===== config.mk =====
export PLATFORM = sky130hd
export DESIGN_NAME = branch_predictor
export DESIGN_NICKNAME = d
export VERILOG_FILES = /design/src/rtl/branch_predictor_pkg.sv /design/src/rtl/branch_predictor_sat_counter2.sv /design/src/rtl/branch_predictor.sv
export SDC_FILE = /design/constraint.sdc
export NUM_CORES = 2
export LEC_CHECK = 0
export CAP_MARGIN = 10
export CORE_UTILIZATION = 40
export CTS_BUF_LIST = sky130_fd_sc_hd__clkbuf_16
export DETAILED_ROUTE_END_ITERATION = 6
export PLACE_DENSITY_LB_ADDON = 0.2
export SYNTH_ARGS = -nofsm -noshare
export SYNTH_HDL_FRONTEND = slang
export SYNTH_SLANG_ARGS = --single-unit

===== constraint.sdc =====
create_clock -name i_clk -period 11.4 [get_ports i_clk]
set_input_delay 3.42 -clock i_clk [delete_from_list [all_inputs] [get_ports i_clk]]
set_output_delay 3.42 -clock i_clk [all_outputs]
set_load 0.03 [all_outputs]

===== src/rtl/branch_predictor_pkg.sv =====
// Shared types, constants and counter helpers for the branch_predictor slice.
package branch_predictor_pkg;

  typedef enum logic [1:0] {
    CNT_SNT = 2'b00,
    CNT_WNT = 2'b01,
    CNT_WT  = 2'b10,
    CNT_ST  = 2'b11
  } cnt2_e;

  localparam cnt2_e BHT_RESET_STATE = CNT_WNT;

  localparam int              PC_W       = 32;
  localparam int              PC_IDX_LSB = 2;
  localparam logic [PC_W-1:0] PC_INC     = 32'd4;

  function automatic cnt2_e cnt2_next(input cnt2_e s, input logic taken);
    logic [1:0] v;
    v = s;
    if (taken) begin
      if (s != CNT_ST) v = v + 2'd1;
    end else begin
      if (s != CNT_SNT) v = v - 2'd1;
    end
    return cnt2_e'(v);
  endfunction

  function automatic logic cnt2_is_sat(input cnt2_e s);
    return (s == CNT_SNT) || (s == CNT_ST);
  endfunction

endpackage


===== src/rtl/branch_predictor_sat_counter2.sv =====
// 2-bit saturating direction counter, one instance per BHT entry.
//   state   | meaning
//   CNT_SNT | strongly not-taken
//   CNT_WNT | weakly not-taken (reset)
//   CNT_WT  | weakly taken
//   CNT_ST  | strongly taken
module sat_counter2
  import branch_predictor_pkg::*;
(
  input  logic       i_clk,
  input  logic       i_rst,
  input  logic       i_en,
  input  logic       i_taken,
  output logic [1:0] o_state
);

  cnt2_e r_state;
  cnt2_e w_state_nxt;

  always_ff @(posedge i_clk) begin
    if (i_rst) r_state <= BHT_RESET_STATE;
    else       r_state <= w_state_nxt;
  end

  always_comb begin
    w_state_nxt = r_state;
    if (i_en) w_state_nxt = cnt2_next(r_state, i_taken);
  end

  always_comb begin
    o_state = r_state;
  end

endmodule


===== src/rtl/branch_predictor.sv =====
// IF-stage bimodal BHT plus tagged jalr target buffer, trained from the EX update port.
// Define BRANCH_PREDICTOR_PERF_EN to add the branch/flush/saturation performance counters.
module branch_predictor
  import branch_predictor_pkg::*;
#(
  parameter int BHT_IDX_W = 6,
  parameter int JTB_IDX_W = 4,
  parameter int CNT_W     = 32
) (
  input  logic            i_clk,
  input  logic            i_rst,
  input  logic [PC_W-1:0] i_if_pc,
  input  logic            i_if_B_type,
  input  logic            i_if_jalr,
  output logic            o_B_type_prediction_result,
  output logic [PC_W-1:0] o_jalr_jump_pc,
  input  logic            i_upd_B_type,
  input  logic            i_upd_taken,
  input  logic            i_upd_jalr,
  input  logic [PC_W-1:0] i_upd_pc,
  input  logic [PC_W-1:0] i_upd_jalr_target,
  input  logic            i_PL_flush
`ifdef BRANCH_PREDICTOR_PERF_EN
  ,
  output logic [CNT_W-1:0] o_perf_branch_cnt,
  output logic [CNT_W-1:0] o_perf_flush_cnt,
  output logic [CNT_W-1:0] o_perf_bht_sat_cnt
`endif
);

  localparam int BHT_N     = 1 << BHT_IDX_W;
  localparam int JTB_N     = 1 << JTB_IDX_W;
  localparam int JTB_TAG_W = PC_W - JTB_IDX_W - PC_IDX_LSB;

  logic [BHT_IDX_W-1:0] w_if_bht_idx;
  logic [BHT_IDX_W-1:0] w_upd_bht_idx;
  logic [JTB_IDX_W-1:0] w_if_jtb_idx;
  logic [JTB_IDX_W-1:0] w_upd_jtb_idx;
  logic [JTB_TAG_W-1:0] w_if_jtb_tag;
  logic [JTB_TAG_W-1:0] w_upd_jtb_tag;

  assign w_if_bht_idx  = i_if_pc[BHT_IDX_W+PC_IDX_LSB-1:PC_IDX_LSB];
  assign w_upd_bht_idx = i_upd_pc[BHT_IDX_W+PC_IDX_LSB-1:PC_IDX_LSB];
  assign w_if_jtb_idx  = i_if_pc[JTB_IDX_W+PC_IDX_LSB-1:PC_IDX_LSB];
  assign w_upd_jtb_idx = i_upd_pc[JTB_IDX_W+PC_IDX_LSB-1:PC_IDX_LSB];
  assign w_if_jtb_tag  = i_if_pc[PC_W-1:JTB_IDX_W+PC_IDX_LSB];
  assign w_upd_jtb_tag = i_upd_pc[PC_W-1:JTB_IDX_W+PC_IDX_LSB];

  logic [1:0] w_bht_state [BHT_N];

  for (genvar g = 0; g < BHT_N; g++) begin : g_bht
    sat_counter2 u_cnt (
      .i_clk   (i_clk),
      .i_rst   (i_rst),
      .i_en    (i_upd_B_type && (w_upd_bht_idx == BHT_IDX_W'(g))),
      .i_taken (i_upd_taken),
      .o_state (w_bht_state[g])
    );
  end

  logic [JTB_N-1:0]     r_jtb_valid;
  logic [JTB_TAG_W-1:0] r_jtb_tag    [JTB_N];
  logic [PC_W-1:0]      r_jtb_target [JTB_N];

  // Always overwrite: the most recent jalr resolved at an index owns it.
  always_ff @(posedge i_clk) begin
    if (i_rst) begin
      r_jtb_valid <= '0;
      for (int i = 0; i < JTB_N; i++) begin
        r_jtb_tag[i]    <= '0;
        r_jtb_target[i] <= '0;
      end
    end else if (i_upd_jalr) begin
      r_jtb_valid[w_upd_jtb_idx]  <= 1'b1;
      r_jtb_tag[w_upd_jtb_idx]    <= w_upd_jtb_tag;
      r_jtb_target[w_upd_jtb_idx] <= i_upd_jalr_target;
    end
  end

  logic w_jtb_hit;

  assign w_jtb_hit = i_if_jalr && r_jtb_valid[w_if_jtb_idx]
                     && (r_jtb_tag[w_if_jtb_idx] == w_if_jtb_tag);

  assign o_B_type_prediction_result = i_if_B_type & w_bht_state[w_if_bht_idx][1];
  assign o_jalr_jump_pc             = w_jtb_hit ? r_jtb_target[w_if_jtb_idx]
                                                : i_if_pc + PC_INC;

  logic w_unused_upd_pc_lsb;
  assign w_unused_upd_pc_lsb = ^i_upd_pc[PC_IDX_LSB-1:0];

`ifdef BRANCH_PREDICTOR_PERF_EN
  logic [CNT_W-1:0] r_perf_branch_cnt;
  logic [CNT_W-1:0] r_perf_flush_cnt;
  logic [CNT_W-1:0] r_perf_bht_sat_cnt;
  logic             w_upd_sat;

  // Saturation is judged on the counter value the update leaves behind.
  assign w_upd_sat = i_upd_B_type
                     && cnt2_is_sat(cnt2_next(cnt2_e'(w_bht_state[w_upd_bht_idx]), i_upd_taken));

  always_ff @(posedge i_clk) begin
    if (i_rst) begin
      r_perf_branch_cnt  <= '0;
      r_perf_flush_cnt   <= '0;
      r_perf_bht_sat_cnt <= '0;
    end else begin
      if (i_upd_B_type || i_upd_jalr) r_perf_branch_cnt  <= r_perf_branch_cnt + 1'b1;
      if (i_PL_flush)                 r_perf_flush_cnt   <= r_perf_flush_cnt + 1'b1;
      if (w_upd_sat)                  r_perf_bht_sat_cnt <= r_perf_bht_sat_cnt + 1'b1;
    end
  end

  assign o_perf_branch_cnt  = r_perf_branch_cnt;
  assign o_perf_flush_cnt   = r_perf_flush_cnt;
  assign o_perf_bht_sat_cnt = r_perf_bht_sat_cnt;
`else
  localparam int UNUSED_CNT_W = CNT_W;
  logic w_unused_flush;
  assign w_unused_flush = i_PL_flush;
`endif

endmodule


==> qor.txt <==
Synthesized area per cell - 13.70 um^2
Area share of the largest cell type after synthesis - 0.5472
Root Driver - clkbuf_16
Initial DRC count - 3772
Hold Crit Depth - 1
Arr. time, crit path - 7.48 ns
# IOs - 137
Reg-to-Reg End - g_bht[2].u_cnt.o_state[0]
Flop-to-flop setup slack - 10.47 ns
Area Growth Syn to Fin - 13.19%
Clk slew on worst S/H paths - 0.06 ns
Via count - 31.59k
Die H - 358.8 um
P_sw - 0.002207 W
Max_cap viols - 0
Hold Startpoint - r_jtb_valid[6]
Worst hold path endpoint - r_jtb_valid[6]
Max H-tree Level - 3
CP Capture Type - output pin
Post-synth top area cell - edfxtp_1
Layout Cells excl Fill - 5484
Unrepaired setup endpoints after global routing - no
Fin. max-slew vios - 0
Post-DRT Antenna Nets - 0
TritonCTS clock tree - done
Fraction of layout cells with a size suffix above 1 - 0.1649
Post-DP HPWL - 85790 um
Via density per instance - 5.760
Synth Register Bits - 1072
Net Sw Frac - 0.2420
GRT Total Usage - 0.2453
Status - complete, no violations
# placed instances - 5263
Final number of hold-violating endpoints - 0
Startpoint Class - primary input
Worst-margin pin slew - 1.191 ns
Total gr overflow - 0
Static leakage - 20.30 nW
Yosys warns - 0
# fillers - 11.10k
Min Clock Period, post-route - 10.90 ns
WS Path Type - primary input to output pin
Cts bufs inserted - 115
Comb power frac - 0.092
Core Rows - 130
Port buffer count - 133
Clock sinks - 1072
Avg WL per Cell - 28.95 um
Synth unique cells - 65
Post-synth EDFFs - 928
Die area - 128700 um^2
Reg2reg start - g_bht[2].u_cnt.o_state[0]
Syn nets - 3821
Core area - 125900 um^2
Clock Power Share - 0.408
Worst-Skew Late Latency - 0.74 ns
P_int - 0.006911 W
Routed wire length - 158800 um
CTS resizes - 0
Starting Density - 0.4045
Cell depth of the worst flop-to-flop path - 4
RePlAce Congestion - 0.8470
Fmax - 91.71 MHz
Die W - 358.8 um
Hold crit path type - register to register
NumNets Final - 3835
Worst rel slew slack - 0.2061
Post-synthesis sequential area ratio - 0.6038
First-pass GRT wire length - 227400 um
Clock Tree Buf Depth - 3
Power Dens Cells - 158.2 nW/um^2
Syn Inst Count - 3716
Post-Syn Area - 50930 um^2
Required @ worst endpoint - 7.98 ns
Max IR drop VDD - 0.1234 mV
CP max FO - 21
Setup bufs post-CTS - 0
Final setup violating endpoints - 0
Worst Skew - 0.03111 ns
Final Cycle Share - 0.9564
Largest net degree at the start of global routing - 132
Setup TNS - 0 ns
Initial antenna violation count - 20
Drt pass-1 iters - 6
Reg power frac - 0.500
Predominant post-synthesis flop cell - edfxtp_1
Vias in the first global route - 30.67k
Post-route DRC - 0
Async SR Flop Fraction - 0
Synth top area cells - edfxtp_1, mux4_2, and2_1
Hold_buf cts - 0
Yosys cell counts (all sizes together) (4+ instances only):
library cell / n
and2: 930
edfxtp: 928
mux4: 270
clkbuf: 260
nand2: 166
o21ai: 156
nor2: 146
dfxtp: 144
a21oi: 117
mux2i: 68
buf: 64
a21o: 52
and3: 39
nand3b: 39
o221ai: 39
o31ai: 38
xnor2: 38
mux2: 35
a31oi: 34
nand3: 20
a22oi: 15
nor2b: 14
inv: 13
nor3: 12
nand4: 10
xor2: 10
a22o: 5
nand2b: 5
a211oi: 4
a221oi: 4
nor4: 4
o22a: 4
o22ai: 4
through the flow:
| step | utilization | hold WS, ns | setup WS (ns) | total power [W] | area, um^2 |
|---|---|---|---|---|---|
| 2_1_floorplan | - | 0.4211 | 1.664 | 0.005152 | 50930 |
| 3_3_place_gp | 0.4282 | 0.4307 | 0.5384 | 0.005471 | 53910 |
| 3_5_place_dp | 0.4282 | 0.4335 | 0.5722 | 0.005483 | 53910 |
| 4_1_cts | 0.4577 | 0.4466 | 0.5487 | 0.009180 | 57630 |
| 5_1_grt | 0.4578 | 0.4750 | 0.4645 | 0.009391 | 57630 |
| 6_report | 0.4579 | 0.4488 | 0.4966 | 0.009118 | 57640 |
worst max-delay path, cell delays in order:
cell and delay, ns:
buf_2 0.77, buf_4 0.41, mux4_2 0.34, nor2_1 0.23
or3_1 0.15, a41oi_1 0.11, a2111o_1 0.42, nor4_2 0.40
nand4_4 0.24, buf_4 0.35, mux2_2 0.44, buf_12 0.17
cell usage in the layout (no fill, tap or decap), drive strengths merged, types with 116 or more instances in the layout:
| master | count |
|---|---|
| dfxtp | 144 |
| o21ai | 156 |
| edfxtp | 928 |
| clkbuf | 116 |
| mux4 | 270 |
| nand2 | 166 |
| and2 | 930 |
| a21oi | 117 |
| buf | 126 |
| nor2 | 146 |
area by class of cell:
type | count | area (um^2) | area share
clock inverter | 98 | 809.5 | 0.01404
sequential | 1072 | 30750 | 0.5334
multi-input combinational | 2303 | 19030 | 0.3302
clock buffer | 116 | 2903 | 0.05036
timing repair buffer | 222 | 1999 | 0.03469
antenna | 7 | 17.52 | 0.0003039
inverter | 16 | 65.06 | 0.001129
tap | 1650 | 2064 | 0.03582
registers in the layout, summed over array words and instances (netlist names):
name	cells
r_jtb_valid	16
r_jtb_target	512
r_jtb_tag	416
g_bht.u_cnt.o_state	128
power by group through the flow:
stage | logic (W) | clock network, W | registers (W)
2_1_floorplan | 0.000516 | 0 | 0.00464
3_5_place_dp | 0.000841 | 0 | 0.00464
6_report | 0.000840 | 0.00372 | 0.00456
4_1_cts | 0.000844 | 0.00378 | 0.00456
3_3_place_gp | 0.000837 | 0 | 0.00463
5_1_grt | 0.000886 | 0.00392 | 0.00458
routing by layer:
layer	global-route usage	wire length (um)	up-vias
met4	0.07145	4143	16
met5	0	95	-
met2	0.3914	74760	1246
met1	0.3449	67850	16310
met3	0.04042	11900	246
li1	-	-	13770
how the worst max path moves through the flow:
stage                    start                 end  slack, ns
floorplan           i_if_pc[2]  o_jalr_jump_pc[26]       1.66
global placement    i_if_pc[5]  o_jalr_jump_pc[29]       0.54
detailed placement  i_if_pc[5]  o_jalr_jump_pc[29]       0.57
CTS                 i_if_pc[5]  o_jalr_jump_pc[29]       0.55
global route        i_if_pc[5]  o_jalr_jump_pc[29]       0.46
finish              i_if_pc[5]  o_jalr_jump_pc[26]       0.50
cell families after synthesis:
logic type      after synthesis  share of synthesized area
fa+ha+maj                     1                  0.0002456
simple gates               1394                     0.1565
mux                         373                     0.1432
xor+xnor                     48                   0.008255
compound gates              487                    0.05931
buf+inv                     341                    0.02877
flops                      1072                     0.6038
No activity file was read; power rests on OpenSTA's default activity.
